### config.mk
export PLATFORM = sky130hd
export DESIGN_NAME = arbt_dsp
export DESIGN_NICKNAME = d
export VERILOG_FILES = /design/src/rtl/arbt_pkg.sv /design/src/rtl/arbt_dsp_onehot_dec.sv /design/src/rtl/arbt_dsp.sv
export SDC_FILE = /design/constraint.sdc
export NUM_CORES = 1
export LEC_CHECK = 0
export BUFFER_PORTS_ARGS = -buffer_cell sky130_fd_sc_hd__buf_2
export CORE_AREA = 2 2 79 81
export CTS_BUF_LIST = sky130_fd_sc_hd__clkbuf_4 sky130_fd_sc_hd__clkbuf_8
export DETAILED_ROUTE_END_ITERATION = 10
export DIE_AREA = 0 0 81 83
export GPL_TIMING_DRIVEN = 0
export SYNTH_ARGS = -nofsm -noshare
export SYNTH_HDL_FRONTEND = slang
export SYNTH_HIERARCHICAL = 1
export SYNTH_SLANG_ARGS = --single-unit
### constraint.sdc
create_clock -name clk_i -period 1.3 [get_ports clk_i]
set_clock_uncertainty 0.15 [all_clocks]
set_input_delay 0.065 -clock clk_i [delete_from_list [all_inputs] [get_ports clk_i]]
set_output_delay 0.065 -clock clk_i [all_outputs]
set_load 0.1 [all_outputs]
### src/rtl/arbt_pkg.sv
// Shared types and helpers for the arbt_* dispatch/arbitration blocks.
package arbt_pkg;

    typedef enum logic [0:0] {
        IDLE = 1'b0,
        SEND = 1'b1
    } arbt_dsp_state_e;

    // Index width for a port count; never narrower than one bit.
    function automatic int unsigned addr_width(input int unsigned n);
        return (n > 1) ? $clog2(n) : 1;
    endfunction

endpackage

### src/rtl/arbt_dsp_onehot_dec.sv
// Binary-to-one-hot decoder used to build the initial pending-port mask.
module onehot_dec #(
    parameter int unsigned WIDTH      = 4,
    parameter int unsigned ADDR_WIDTH = 2
) (
    input  logic [ADDR_WIDTH-1:0] addr,
    output logic [WIDTH-1:0]      onehot
);

    for (genvar i = 0; i < WIDTH; i++) begin : g_bit
        assign onehot[i] = (addr == ADDR_WIDTH'(i));
    end

endmodule

### src/rtl/arbt_dsp.sv
// Fixed-destination dispatcher: accepts one item over rdy/ack and offers it to its
// decoded port over req/gnt. Broadcast items are enabled with ARBT_DSP_BCAST_EN.
module arbt_dsp
    import arbt_pkg::*;
#(
    parameter int unsigned           DATA_WIDTH = 32,
    parameter int unsigned           ARBT_WIDTH = 4,
    parameter int unsigned           DEST_LSB   = 0,
    parameter int unsigned           BCAST_BIT  = DATA_WIDTH - 1,
    parameter logic [DATA_WIDTH-1:0] RESET_VAL  = '0
) (
    input  logic                  clk_i,
    input  logic                  rst_ni,
    input  logic [DATA_WIDTH-1:0] data_i,
    input  logic                  rdy_i,
    output logic                  ack_o,
    output logic [DATA_WIDTH-1:0] data_o,
    output logic [ARBT_WIDTH-1:0] req_o,
    input  logic [ARBT_WIDTH-1:0] gnt_i,
    output logic                  busy_o
);

    localparam int unsigned ADDR_WIDTH = addr_width(ARBT_WIDTH);

    arbt_dsp_state_e       state_q;
    logic [ARBT_WIDTH-1:0] pend_q;
    logic [ARBT_WIDTH-1:0] dec_mask;
    logic [ARBT_WIDTH-1:0] load_mask;
    logic [ARBT_WIDTH-1:0] pend_nxt;

    onehot_dec #(
        .WIDTH     (ARBT_WIDTH),
        .ADDR_WIDTH(ADDR_WIDTH)
    ) u_dec (
        .addr  (data_i[DEST_LSB +: ADDR_WIDTH]),
        .onehot(dec_mask)
    );

`ifdef ARBT_DSP_BCAST_EN
    assign load_mask = data_i[BCAST_BIT] ? '1 : dec_mask;
`else
    assign load_mask = dec_mask;
`endif

    // Grants on ports that are not pending simply fall out of the AND.
    assign pend_nxt = pend_q & ~gnt_i;

    always_ff @(posedge clk_i or negedge rst_ni) begin
        if (!rst_ni) begin
            state_q <= IDLE;
            pend_q  <= '0;
            data_o  <= RESET_VAL;
            ack_o   <= 1'b0;
        end else begin
            ack_o <= 1'b0;
            case (state_q)
                IDLE: begin
                    if (rdy_i) begin
                        data_o  <= data_i;
                        ack_o   <= 1'b1;
                        pend_q  <= load_mask;
                        state_q <= SEND;
                    end
                end
                SEND: begin
                    pend_q <= pend_nxt;
                    if (pend_nxt == '0) state_q <= IDLE;
                end
                default: state_q <= IDLE;
            endcase
        end
    end

    // pend_q is only non-zero in SEND, so it drives the requests directly.
    assign req_o  = pend_q;
    assign busy_o = (state_q == SEND);

`ifndef SYNTHESIS
    a_params: assert property (@(posedge clk_i)
        (ARBT_WIDTH >= 2) && (ARBT_WIDTH == (32'd1 << ADDR_WIDTH)) && (BCAST_BIT < DATA_WIDTH));
`ifndef ARBT_DSP_BCAST_EN
    a_req_onehot: assert property (@(posedge clk_i) disable iff (!rst_ni) $onehot0(req_o));
`endif
    a_ack_pulse: assert property (@(posedge clk_i) disable iff (!rst_ni) ack_o |=> !ack_o);
    a_data_stable: assert property (@(posedge clk_i) disable iff (!rst_ni)
        ($past(busy_o) && busy_o) |-> $stable(data_o));
`endif

endmodule

==> results.txt <==
----------------------------------------------------
[Outcome]
  Result of the run ... complete, but fails checks
  Failing checks ... hold timing, setup timing

[Floorplanning]
  Die width ... 81 um
  Die Y ... 83 um
  Number of placement rows ... 28
  I/O Pins ... 77
  Initial cell density of the core ... between 20% and 30%
  Total core area ... 0.00582 mm2
  Full die area ... 0.00672 mm2

[STA]
  Fin worst setup slack ... -0.305 ns
  Fmax ... between 0.6 and 0.7 GHz
  Final period utilization ... 123%
  Shortest clock period the worst path allows after layout ... 1.60 ns
  RSZ-0062 raised after global routing ... true
  Number of hold violations in the final report ... 38
  WHS ... -0.271 ns
  Least-Margin Pin Slew ... 0.866 ns
  Number of pins exceeding their max-slew limit in the final report ... 0
  Count of endpoints failing setup in the final report ... 37
  Relative slew slack ... 42.3%

[Drt]
  Per-cell via count in the routed design ... between 4 and 5
  DRC violations left ... 0
  Detailed Route WL ... 4180 um
  Post-DRT Antenna Nets ... 0
  Wire per inst ... 13.9 um
  First-pass detailed-route iteration total ... 4
  Via total after detailed routing ... 1249
  Initial detailed-routing violation count ... 51

[Synthesis]
  Distinct cells, synth ... 15
  Net Count, Synth ... 138
  Post-Syn Area ... 0.00167 mm2
  Warning count from the yosys run ... 6
  Number of instances in the synthesized netlist ... 99
  Synth area leader ... sky130_fd_sc_hd__dfrtp_1
  Share of Yosys cell area claimed by the top area cell type ... 56.8%
  Total of flip-flops plus latches after synthesis ... 38
  Mapped Avg Cell Area ... 16.9 um2
  Portion of the post-synthesis area used by sequential elements ... 56.8%
  Ranking of synthesized cells by area ... sky130_fd_sc_hd__dfrtp_1, sky130_fd_sc_hd__mux2_4, sky130_fd_sc_hd__buf_12

[Placement]
  Worst slack at placement ... -0.308 ns
  Count of input and output buffers ... 75
  Post-detailed-placement cell area ... around 0.0022 mm2
  HPWL after DPL ... 2410 um
  Final GP Congestion ... around 0.68

[Final layout]
  Post-route design area ... 0.00285 mm2
  Count of inserted antenna diode cells ... 0
  # fillers ... 546
  # nets final ... 263
  Layout-stage area growth over the synthesis result ... 70.2%
  Fraction of final layout cells with drive strength greater than 1 ... 63.6%

[Clocking]
  Clock tree sinks ... 38
  Clock insertion delay at the later pin of the skew report ... 0.29 ns
  Number of H-tree levels ... 2
  CTS tree ... yes
  Clock input transition at the sequential cells of the worst setup and hold paths ... 0.08 ns
  Clock buffers created by TritonCTS ... 5
  Clock Path Buffers ... 2
  Clock tree root buffer cell ... sky130_fd_sc_hd__clkbuf_8
  Number of hold buffers added after cts ... 37

[Run]
  Total of max-cap violations ... 0

[Critical path]
  Setup Crit Path Kind ... reg -> reg
  Worst EP required ... about 1.3 ns
  Sort of element at the end of the critical path ... register
  CP max FO ... 10
  Worst endpoint data arrival time ... 1.64 ns
  Cell depth of the worst flop-to-flop path ... 5
  Crit start category ... register

[GRT]
  Via count of the first global-routing pass ... 1261
  Global route overflow ... 0
  Number of antenna violations at the first check in global routing ... 0
  Global-route wire length before repair ... ~6500 um
  Aggregate global-route resource usage ... 12.8%
  Maximum number of pins on one net before global-route repair ... 39

[Hold path]
  Class of the worst hold path ... in -> async

----------------------------------------------------
## critical path, cell delays in order (launching register included)
cell	delay, ns
sky130_fd_sc_hd__dfrtp_4	0.49
sky130_fd_sc_hd__buf_6	0.13
sky130_fd_sc_hd__nor2b_4	0.11
sky130_fd_sc_hd__buf_8	0.15
sky130_fd_sc_hd__buf_12	0.15
sky130_fd_sc_hd__mux2_4	0.31
## through the flow
| stage | std cells | TNS, ns | utilization, % |
|---|---|---|---|
| 2_1_floorplan | 99 | -14.20 | - |
| 3_3_place_gp | 249 | -9.16 | 37.2 |
| 3_5_place_dp | 249 | -9.18 | 37.2 |
| 4_1_cts | 296 | -8.53 | 47.2 |
| 5_1_grt | 300 | -10.82 | 49.0 |
| 6_report | 300 | -9.35 | 49.0 |
## synth_stat cells (all sizes together)
cell type and count:
buf 6, and2 1, a21o 1, nor2 1, and2b 5, nor2b 2
a211oi 4, nand2b 4, a21oi 4, dfrtp 38, nand4 1, mux2 32
## layout make-up
| type | count | area (um2) | share of cell area (%) |
|---|---|---|---|
| clock inverters | 3 | 40.0 | 1.41 |
| plain buffers | 6 | 97.6 | 3.43 |
| multi-input cells | 55 | 664 | 23.3 |
| clock buffers | 5 | 68.8 | 2.42 |
| repair buffers | 118 | 915 | 32.1 |
| flip-flops and latches | 38 | 970 | 34.0 |
| well taps | 75 | 93.8 | 3.29 |
## path summary, 6_finish.rpt
path,from,to,slack [ns]
worst max-delay path,busy_o$_DFF_PN0_,data_o[3]$_DFFE_PN0P_,-0.30
worst min-delay path,rst_ni,data_o[10]$_DFFE_PN0P_,-0.27
worst max register to register,busy_o$_DFF_PN0_,data_o[3]$_DFFE_PN0P_,-0.30
worst min register to register,data_o[15]$_DFFE_PN0P_,data_o[15]$_DFFE_PN0P_,0.36
max in group asynchronous,rst_ni,req_o[2]$_DFFE_PN0P_,0.64
min in group clk_i,rdy_i,req_o[0]$_DFFE_PN0P_,0.11
## what timing repair did
item,CTS,global route
endpoints found under the hold margin,74,38
gates cloned,0,2
pin swaps,0,1
resized for setup,27,20
endpoints found under the setup margin,56,52
setup buffers,2,2
## layer usage
layer / GRT usage [%] / up-vias / part of all wire (%)
met4: 6.01 / 0 / 2.6
li1: - / 593 / -
met5: 0 / - / 0
met1: 16.4 / 611 / 42
met3: 2.72 / 9 / 3.6
met2: 20.5 / 36 / 52
## kinds of logic after synthesis
family | share of synthesized area, %
buf+inv | 5.61
mux | 27.8
flops | 56.8
compound gates | 3.44
simple gates | 6.35
## sequential cells by signal, summed over array words and instances (netlist names)
name,flops
data_o,32
req_o,4
ack_o,1
busy_o,1
## layout by cell type (no fill, tap or decap), drive strengths merged
cell type / n
buf: 71
dfrtp: 38
dlygate4sd3: 37
mux2: 32
clkbuf: 21
and2b: 5
nand2b: 4
a211oi: 4
a21oi: 4
clkinv: 2
nor2b: 2
nand4: 1
a21o: 1
bufinv: 1
nor2: 1
and2: 1
Power is left out: the tool's default activity adds up to more than one toggle a clock period on the data nets, which glitch-free logic cannot reach.
